## config.mk

```make
export PLATFORM = sky130hd
export DESIGN_NAME = irq_source_ctrl
export DESIGN_NICKNAME = d
export VERILOG_FILES = /design/src/rtl/irq_source_ctrl.sv
export SDC_FILE = /design/constraint.sdc
export NUM_CORES = 1
export LEC_CHECK = 0
export BUFFER_PORTS_ARGS = -buffer_cell sky130_fd_sc_hd__buf_2
export CORE_UTILIZATION = 51
export DETAILED_ROUTE_END_ITERATION = 8
export PLACE_DENSITY = 0.83
export SLEW_MARGIN = 20
export SYNTH_ARGS = -nofsm -noshare
export SYNTH_HDL_FRONTEND = slang
export SYNTH_SLANG_ARGS = --single-unit
```

## constraint.sdc

```tcl
create_clock -name clk -period 3.7 [get_ports clk]
set_input_delay 0.74 -clock clk [delete_from_list [all_inputs] [get_ports clk]]
set_output_delay 0.74 -clock clk [all_outputs]
set_load 0.02 [all_outputs]
```

## src/rtl/irq_source_ctrl.sv

```systemverilog
// irq_source_ctrl: synchronizes raw device requests into edge/level pending bits gated by enable
module irq_source_ctrl #(
  parameter int NSRC = 6
) (
  input  logic            clk,
  input  logic            rst,
  input  logic [NSRC-1:0] dev_irq,
  input  logic            we,
  input  logic [1:0]      addr,
  input  logic [31:0]     wd,
  output logic [31:0]     rd,
  output logic [NSRC-1:0] interrupt,
  output logic            irq_any
);
  logic [NSRC-1:0] s1_q, s2_q, s3_q, pend_q, en_q, mode_q, int_q;
  logic [NSRC-1:0] pend_d, en_d, mode_d, rise, clr, edge_m;
  logic            any_q, unused_wd;
  assign unused_wd = ^wd[31:NSRC];
  // a bit in edge mode before or after a MODE write keeps its value at the write edge
  always_comb begin
    rise   = s2_q & ~s3_q;
    clr    = (we && addr == 2'd0) ? wd[NSRC-1:0] : '0;
    en_d   = (we && addr == 2'd1) ? wd[NSRC-1:0] : en_q;
    mode_d = (we && addr == 2'd2) ? wd[NSRC-1:0] : mode_q;
    edge_m = mode_q | mode_d;
    pend_d = (edge_m & (rise | (pend_q & ~clr))) | (~edge_m & s2_q);
  end
  always_ff @(posedge clk or posedge rst) begin
    if (rst) begin
      s1_q   <= '0;
      s2_q   <= '0;
      s3_q   <= '0;
      pend_q <= '0;
      en_q   <= '0;
      mode_q <= '0;
      int_q  <= '0;
      any_q  <= 1'b0;
    end else begin
      s1_q   <= dev_irq;
      s2_q   <= s1_q;
      s3_q   <= s2_q;
      pend_q <= pend_d;
      en_q   <= en_d;
      mode_q <= mode_d;
      int_q  <= pend_q & en_q;
      any_q  <= |(pend_q & en_q);
    end
  end
  always_comb rd = addr == 2'd0 ? 32'(pend_q) :
                   addr == 2'd1 ? 32'(en_q) :
                   addr == 2'd2 ? 32'(mode_q) : 32'(s2_q);
  assign interrupt = int_q;
  assign irq_any   = any_q;
endmodule

```

==> impl_metrics.py, run 1 <==
metrics = {
    "critical_path": {
        "arrival_ps": 1770,
        "reg2reg_from": "pend_q[3]",
        "crit_path_cell_trace": "buf_2 -> mux4_1 -> buf_2",
        "worstSetupEndpointType": "output port",
        "critPathMaxFanout": 10,
        "crit_required_ps": 2960,
        "crit_top_cell": "buf_2",
        "slowest_delay_ps": 600,
        "cp-startpoint": "addr[1]",
        "start_kind": "primary input",
        "cp_slowest_cell": "mux4_1",
        "worst-setup-path-type": "primary input to output port",
    },
    "clocking": {
        "cts-htree-levels": 2,
        "cts_resized": 0,
        "clockBufferDepth": 2,
        "postCtsSetupBuffers": 0,
        "cts_tree": "done",
        "clock-sinks": 43,
        "cts_hold_buf": 0,
        "worstSkewPairLatency_ps": 290,
        "clkTransAtPathRegs_ps": 70,
        "root_buffer": "clkbuf_8",
        "cts_buffers": 5,
    },
    "sta": {
        "hold_viol": 0,
        "min_period_ps": 2510,
        "relSlewSlack": 0.471,
        "rsz0062_at_grt": "false",
        "timing.final.crit_share": 0.677,
        "setup_viol": 0,
        "slew_viol_final": 0,
        "tns_ps": 0,
        "fmax_ghz": 0.399,
        "skew_ps": 4.97,
        "fin_ws_ps": 1190,
        "worst_slew_pin_slew_ps": 793,
    },
    "worst_hold_path": {
        "worstHoldStart": "s1_q[3]",
        "min_path_type": "register to register",
    },
    "logic_synthesis": {
        "yosysUniqueCellTypes": 26,
        "yosys_warnings": 0,
        "synth-seq-cells": 43,
        "syn_avg_cell_area_um2": 14.0,
        "synth_area_um2": 1920,
        "syn_inst": 137,
        "synth_seq_area_share": 0.562,
    },
    "place": {
        "dp.cells": 208,
        "place.gp.congestion": 0.733,
        "dp_slack_ps": 1190,
        "hpwl_mm": 2.15,
        "numPortBuffers": 29,
    },
    "route": {
        "firstDrtPassIters": 4,
        "drtIter0Drc": 57,
        "antenna_left": 0,
        "wire_per_inst_um": 13.9,
        "post-route-drc-count": 0,
        "via_per_inst": 5.03,
        "wl_mm": 3.00,
        "vias": 1082,
    },
    "grt": {
        "grt_pass1_vias": 1087,
        "antenna_found_initial": 0,
        "grt_pass1_wl_mm": 5.02,
        "grt.total_usage": 0.172,
        "grt_overflow": 0,
        "grt_max_degree": 25,
    },
    "power": {
        "power_switching_w": 0.000300,
        "combPwrFrac": 0.206,
        "p_int_w": 0.000780,
        "seqPwrFrac": 0.528,
        "netSwitchingFraction": 0.278,
        "power_frac_clock": 0.266,
        "irDropWorstVdd_mv": 0.222,
        "power.density_nw_per_um2": 522,
        "p_leak_nw": 1.00,
    },
    "run": {
        "maxCapViolCount": 0,
    },
    "die": {
        "fp.dieArea_um2": 4000,
        "rows": 21,
        "die_height_um": 63.3,
        "start_util": 0.552,
        "design.core.area_um2": 3470,
        "die_w_um": 63.3,
        "ioPinCount": 82,
    },
    "layout": {
        "syn_to_final_growth_pct": 7.90,
        "antenna_cells": 0,
        "finalNetCount": 212,
        "final_common_cell": "dfrtp_1",
        "final_cells": 215,
        "drive_gt1_frac": 0.320,
        "mostFrequentLayoutCells": "43 x dfrtp_1, 29 x buf_2, 26 x conb_1",
    },
    "outcome": {
        "outcome": "complete, no violations",
    },
}
==> sequential cells by signal, indices dropped and copies added, names as in the netlist <==
register	count
en_q	6
interrupt	6
irq_any	1
mode_q	6
pend_q	6
s1_q	6
s2_q	6
s3_q	6
==> kinds of logic (layout without fill, tap and decap cells) <==
group	after synthesis	count (layout)	share of synthesized area
AO/OA/AOI/OAI	17	17	0.0712
buffers and inverters	31	38	0.127
flip-flops	43	43	0.562
multiplexers	18	18	0.155
other	1	26	0.00196
AND/OR/NAND/NOR	27	27	0.0830
==> cell usage after synthesis <==
cell      number  share of area
or4_1          1         0.0039
dfrtp_1       43           0.56
mux2_2         8          0.047
mux2_4         4          0.031
buf_8          1         0.0078
and2_1         6          0.020
and3_1         1         0.0033
a21o_1         5          0.020
a21boi_0       5          0.020
and3b_1        1         0.0046
or2_2          1         0.0033
o22ai_1        1         0.0033
a32o_1         5          0.026
buf_4         27           0.11
conb_1         1         0.0020
nor3b_2        1         0.0065
a21oi_1        1         0.0026
nand2_1        8          0.016
mux4_1         3          0.041
inv_1          1         0.0020
mux4_2         3          0.035
nand3b_1       1         0.0039
or2_1          1         0.0033
buf_6          2          0.012
nand3_1        5          0.013
or4bb_1        1         0.0059
==> metrics by stage <==
stage | hold slack, ps | utilization | power (W) | cell area [um^2]
global placement | 332 | 0.571 | 0.000791 | 1980
global route | 362 | 0.596 | 0.00114 | 2070
detailed placement | 335 | 0.571 | 0.000803 | 1980
finish | 350 | 0.596 | 0.00108 | 2070
CTS | 352 | 0.596 | 0.00110 | 2070
floorplan | 331 | - | 0.000761 | 2010
==> path summary, 6_finish.rpt <==
path	to	slack, ps	cells past startpoint
max reg2reg	irq_any	2310	3
max	rd[0]	1190	3
max in group asynchronous	s2_q[2]	2360	3
min in group asynchronous	s1_q[0]	570	2
min	s2_q[3]	350	0
min reg2reg	s2_q[3]	350	0
==> final cells by class <==
class / instances / area [um^2]
Timing Repair Buffer: 30 / 153
Multi-Input combinational cell: 88 / 689
Tap cell: 46 / 57.6
Clock inverter: 1 / 5.00
Fill cell: 299 / 1400
Clock buffer: 6 / 82.6
Sequential cell: 43 / 1080
Inverter: 1 / 3.75
==> worst max-delay path, delay by kind of cell <==
| family | cells | cell delay, ps |
|---|---|---|
| buffers and inverters | 2 | 420 |
| muxes | 1 | 600 |
==> metal layers <==
metal | share of wire | track usage | wire length, um | vias to the layer above
met5 | 0 | 0 | 0 | -
met4 | 0.018 | 0.0682 | 53 | 0
met3 | 0.072 | 0.0652 | 217 | 6
li1 | - | - | - | 494
met1 | 0.42 | 0.207 | 1260 | 530
met2 | 0.49 | 0.280 | 1470 | 52
==> power groups by stage <==
stage | clock network (W) | logic [W] | registers, W
after floorplan | 0 | 0.000173 | 0.000588
after global placement | 0 | 0.000218 | 0.000573
after detailed placement | 0 | 0.000224 | 0.000579
after CTS | 0.000303 | 0.000225 | 0.000569
after global routing | 0.000322 | 0.000242 | 0.000579
final | 0.000288 | 0.000222 | 0.000570
No activity file was read; power rests on OpenSTA's default activity.
==> run 2: changes to the inputs <==
--- a/config.mk
+++ b/config.mk
@@ -6,9 +6,9 @@
 export NUM_CORES = 1
 export LEC_CHECK = 0
 export BUFFER_PORTS_ARGS = -buffer_cell sky130_fd_sc_hd__buf_2
-export CORE_UTILIZATION = 51
+export CORE_UTILIZATION = 42
 export DETAILED_ROUTE_END_ITERATION = 8
-export PLACE_DENSITY = 0.83
+export PLACE_DENSITY = 0.73
 export SLEW_MARGIN = 20
 export SYNTH_ARGS = -nofsm -noshare
 export SYNTH_HDL_FRONTEND = slang
==> constraint.sdc (replaced) <==
create_clock -name clk -period 2 [get_ports clk]
set_input_delay 0.4 -clock clk [delete_from_list [all_inputs] [get_ports clk]]
set_output_delay 0.4 -clock clk [all_outputs]
set_load 0.02 [all_outputs]
==> run 2 against run 1 <==
Compared with the run above:
- worst setup slack worse by 1000 ps
- via count up 0.18%
- critical path depth unchanged
- largest cell class unchanged
- worst hold slack worse by 140 ps
- register-to-register slack worse by 1700 ps
- largest power group unchanged
- routed wire length down 0.27%
- clock skew down 2.2 ps
- clock-buffer cell count up 2
- power up 91%
==> impl_metrics.py, run 2 (synthesis gave the netlist of run 1 again) <==
metrics = {
    "outcome": {
        "outcome": "complete, no violations",
    },
    "route": {
        "wl_mm": 2.99,
        "antenna_left": 0,
        "via_per_inst": 4.82,
        "wire_per_inst_um": 13.3,
        "firstDrtPassIters": 4,
        "drtIter0Drc": 73,
        "vias": 1084,
        "post-route-drc-count": 0,
    },
    "sta": {
        "fmax_ghz": 0.546,
        "hold_viol": 0,
        "relSlewSlack": 0.652,
        "slew_viol_final": 0,
        "min_period_ps": 1830,
        "worst_slew_pin_slew_ps": 522,
        "tns_ps": 0,
        "skew_ps": 2.79,
        "timing.final.crit_share": 0.916,
        "setup_viol": 0,
        "rsz0062_at_grt": "false",
    },
    "clocking": {
        "clkTransAtPathRegs_ps": 70,
        "worstSkewPairLatency_ps": 290,
        "clock-sinks": 43,
        "cts_buffers": 5,
        "root_buffer": "clkbuf_8",
        "postCtsSetupBuffers": 0,
        "cts_hold_buf": 0,
        "cts_resized": 0,
        "cts_tree": "done",
        "cts-htree-levels": 2,
        "clockBufferDepth": 2,
    },
    "grt": {
        "antenna_found_initial": 0,
        "grt_pass1_wl_mm": 4.99,
        "grt_max_degree": 44,
        "grt.total_usage": 0.137,
        "grt_pass1_vias": 1095,
        "grt_overflow": 0,
    },
    "critical_path": {
        "crit_required_ps": 1600,
        "worst-setup-path-type": "primary input to output port",
        "start_kind": "primary input",
        "arrival_ps": 1430,
        "worstSetupEndpointType": "output port",
        "critPathMaxFanout": 10,
    },
    "place": {
        "place.gp.congestion": 0.789,
        "numPortBuffers": 29,
        "hpwl_mm": 2.10,
        "dp.cells": 217,
    },
    "die": {
        "die_w_um": 69.5,
        "design.core.area_um2": 4350,
        "fp.dieArea_um2": 4840,
        "ioPinCount": 82,
        "die_height_um": 69.5,
        "start_util": 0.440,
        "rows": 24,
    },
    "layout": {
        "n_fill_cell": 374,
        "post-route-util": 0.484,
        "drive_gt1_frac": 0.329,
        "mostFrequentLayoutCells": "43 x dfrtp_1, 29 x buf_2, 26 x conb_1",
        "syn_to_final_growth_pct": 10.1,
        "final_common_cell": "dfrtp_1",
        "final_cells": 225,
        "antenna_cells": 0,
        "finalNetCount": 215,
    },
    "power": {
        "power.density_nw_per_um2": 975,
        "irDropWorstVdd_mv": 0.447,
        "p_leak_nw": 1.02,
    },
    "run": {
        "maxCapViolCount": 0,
    },
    "worst_hold_path": {
        "min_path_type": "primary input to register",
    },
}
[run 2: worst max-delay path, cell delays in order]
cell and delay, ps:
buf_2 240, mux4_1 610, buf_2 180
[run 2: final cells by class]
cell class / count / area, um^2 / area share
timing repair buffer: 33 / 175 / 0.0830
multi-input combinational: 88 / 689 / 0.327
inverter: 1 / 3.75 / 0.00178
clock buffer: 8 / 100 / 0.0474
tap: 52 / 65.1 / 0.0308
sequential: 43 / 1080 / 0.510
[run 2: metrics by stage]
stage                     total power, W  area, um^2  hold slack, ps  worst slack [ps]
after floorplan                  0.00141        2010             331               380
after global placement           0.00148        2010             332               164
after detailed placement         0.00149        2010             335               139
after CTS                        0.00209        2110             202               136
after global routing             0.00216        2110             193               110
final                            0.00206        2110             212               169
[run 2: final timing paths]
check | startpoint | to | slack, ps | cells after the start
worst max-delay path | addr[1] | rd[0] | 170 | 3
worst min-delay path | dev_irq[5] | s1_q[5] | 210 | 1
worst max register to register | pend_q[3] | irq_any | 630 | 3
worst min register to register | s1_q[5] | s2_q[5] | 350 | 0
max in group asynchronous | rst | pend_q[3] | 1420 | 3
min in group asynchronous | rst | s2_q[0] | 230 | 3
[run 2: layer usage]
layer / wire length (um) / up-vias / GRT usage
met5: 0 / - / 0
met4: 48 / 0 / 0.0748
met3: 175 / 6 / 0.0378
met2: 1320 / 41 / 0.208
met1: 1450 / 530 / 0.180
li1: - / 507 / -
[run 2: power breakdown]
| part | total [W] | internal (W) | leakage [nW] | switching [W] |
|---|---|---|---|---|
| clock network | 0.000588 | 0.000315 | 0.0515 | 0.000273 |
| registers | 0.00105 | 0.000985 | 0.508 | 0.0000674 |
| logic | 0.000417 | 0.000190 | 0.464 | 0.000227 |
| total | 0.00206 | 0.00149 | 1.02 | 0.000568 |
==> run 3: changes to the inputs <==
--- a/config.mk
+++ b/config.mk
@@ -6,6 +6,7 @@
 export NUM_CORES = 1
 export LEC_CHECK = 0
 export BUFFER_PORTS_ARGS = -buffer_cell sky130_fd_sc_hd__buf_2
+export CORE_MARGIN = 1.5
 export CORE_UTILIZATION = 42
 export DETAILED_ROUTE_END_ITERATION = 8
 export PLACE_DENSITY = 0.73
==> run 3 against run 2 <==
Compared with the run above:
- utilization shrank 0.50 points
- largest power group unchanged
- routed wire length shrank 1.9%
- die area grew 2.9%
- flip-flop and latch count is the same
- clock skew grew 2.9 ps
- critical endpoint is now rd[2]
- first-iteration DRC count shrank 56%
==> impl_metrics.py, run 3 (synthesis gave the netlist of run 1 again) <==
metrics = {
    "critical_path": {
        "worst-setup-path-type": "primary input to output port",
        "crit_path_cell_trace": "buf_2 -> mux4_1 -> buf_2",
        "worstSetupEndpointType": "output port",
        "crit_top_cell": "buf_2",
        "r2r_cells": 3,
        "critPathMaxFanout": 10,
        "r2r-end": "irq_any",
        "crit_buf_inv": 2,
        "reg2reg_from": "pend_q[3]",
        "slowest_delay_ps": 610,
        "crit_family": "multiplexers",
        "crit_required_ps": 1600,
        "cp_slowest_cell": "mux4_1",
        "start_kind": "primary input",
        "r2r_slack_ps": 590,
        "arrival_ps": 1440,
    },
    "clocking": {
        "clockBufferDepth": 2,
        "postCtsSetupBuffers": 0,
        "clock-sinks": 43,
        "cts_buffers": 5,
        "clkTransAtPathRegs_ps": 70,
        "cts_tree": "done",
        "worstSkewPairLatency_ps": 290,
        "cts_resized": 0,
        "cts_hold_buf": 0,
        "root_buffer": "clkbuf_8",
        "cts-htree-levels": 2,
    },
    "sta": {
        "fmax_ghz": 0.544,
        "timing.final.crit_share": 0.919,
        "skew_ps": 5.68,
        "setup_viol": 0,
        "rsz0062_at_grt": "false",
        "min_period_ps": 1840,
        "worst_slew_pin_slew_ps": 525,
        "tns_ps": 0,
        "slew_viol_final": 0,
        "hold_viol": 0,
        "relSlewSlack": 0.650,
    },
    "power": {
        "power_switching_w": 0.000561,
        "power_frac_clock": 0.285,
        "p_int_w": 0.00149,
        "seqPwrFrac": 0.513,
        "irDropWorstVdd_mv": 0.635,
        "combPwrFrac": 0.203,
        "power.density_nw_per_um2": 975,
        "netSwitchingFraction": 0.274,
        "power_w": 0.00205,
        "p_leak_nw": 1.02,
    },
    "layout": {
        "drive_gt1_frac": 0.326,
        "final_common_cell": "dfrtp_1",
        "finalNetCount": 214,
        "antenna_cells": 0,
        "syn_to_final_growth_pct": 9.73,
        "mostFrequentLayoutCells": "43 x dfrtp_1, 29 x buf_2, 26 x conb_1",
    },
    "die": {
        "ioPinCount": 82,
        "rows": 24,
        "fp.dieArea_um2": 4980,
        "die_height_um": 70.5,
        "start_util": 0.437,
        "die_w_um": 70.5,
        "design.core.area_um2": 4380,
    },
    "outcome": {
        "outcome": "complete, no violations",
    },
    "route": {
        "firstDrtPassIters": 4,
        "vias": 1068,
        "antenna_left": 0,
        "post-route-drc-count": 0,
        "wire_per_inst_um": 13.1,
        "wl_mm": 2.93,
        "drtIter0Drc": 32,
        "via_per_inst": 4.77,
    },
    "place": {
        "place.gp.congestion": 0.765,
        "numPortBuffers": 29,
        "hpwl_mm": 2.12,
    },
    "grt": {
        "grt_pass1_wl_mm": 4.89,
        "antenna_found_initial": 0,
        "grt_pass1_vias": 1019,
        "grt_overflow": 0,
        "grt.total_usage": 0.130,
        "grt_max_degree": 44,
    },
    "worst_hold_path": {
        "hold_path_depth": 1,
        "min_path_type": "primary input to register",
        "worstHoldStart": "dev_irq[5]",
        "hold_path_end": "s1_q[5]",
    },
    "run": {
        "maxCapViolCount": 0,
    },
}
-- run 3: cell types whose count changed in the layout (fill, tap and decap cells not counted) --
cell and change:
buf_4 -1
-- run 3: layout make-up --
type	instances	area, um^2
Clock buffer	8	100
Inverter	1	3.75
Fill cell	397	2280
Timing Repair Buffer	32	168
Multi-Input combinational cell	88	689
Sequential cell	43	1080
Tap cell	52	65.1
-- run 3: how the worst max path moves through the flow --
stage	start	to	slack (ps)	cells after the start
3_5_place_dp	addr[1]	rd[2]	150	3
6_report	addr[1]	rd[2]	160	3
3_3_place_gp	addr[1]	rd[2]	150	3
2_1_floorplan	addr[1]	rd[0]	380	2
5_1_grt	addr[1]	rd[2]	90	3
4_1_cts	addr[1]	rd[2]	150	3
-- run 3: routing by layer --
metal	vias to the layer above	global-route usage	wire, um
li1	503	-	-
met1	515	0.162	1320
met2	42	0.204	1380
met3	8	0.0413	167
met4	0	0.0671	70
met5	-	0	0
-- run 3: metrics by stage --
| step | setup WS [ps] | std cells | util | instance area [um^2] | hold slack (ps) |
|---|---|---|---|---|---|
| final | 161 | 224 | 0.479 | 2100 | 212 |
| after global routing | 94.9 | 224 | 0.479 | 2100 | 193 |
| after CTS | 152 | 224 | 0.479 | 2100 | 203 |
| after detailed placement | 152 | 216 | 0.457 | 2000 | 335 |
| after global placement | 150 | 216 | 0.457 | 2000 | 332 |
| after floorplan | 380 | 162 | - | 2010 | 331 |
-- run 3: worst reg2reg max path: cells and delay by family (launching register included) --
| kind | cells | cell delay [ps] |
|---|---|---|
| and+or+nand+nor | 3 | 900 |
| DFF | 1 | 390 |
-- run 3: power by group through the flow --
stage	Clock [W]	Sequential [W]	Combinational, W
after CTS	0.000604	0.00105	0.000422
final	0.000583	0.00105	0.000415
after detailed placement	0	0.00107	0.000421
after global placement	0	0.00106	0.000414
after floorplan	0	0.00109	0.000320
after global routing	0.000634	0.00107	0.000453
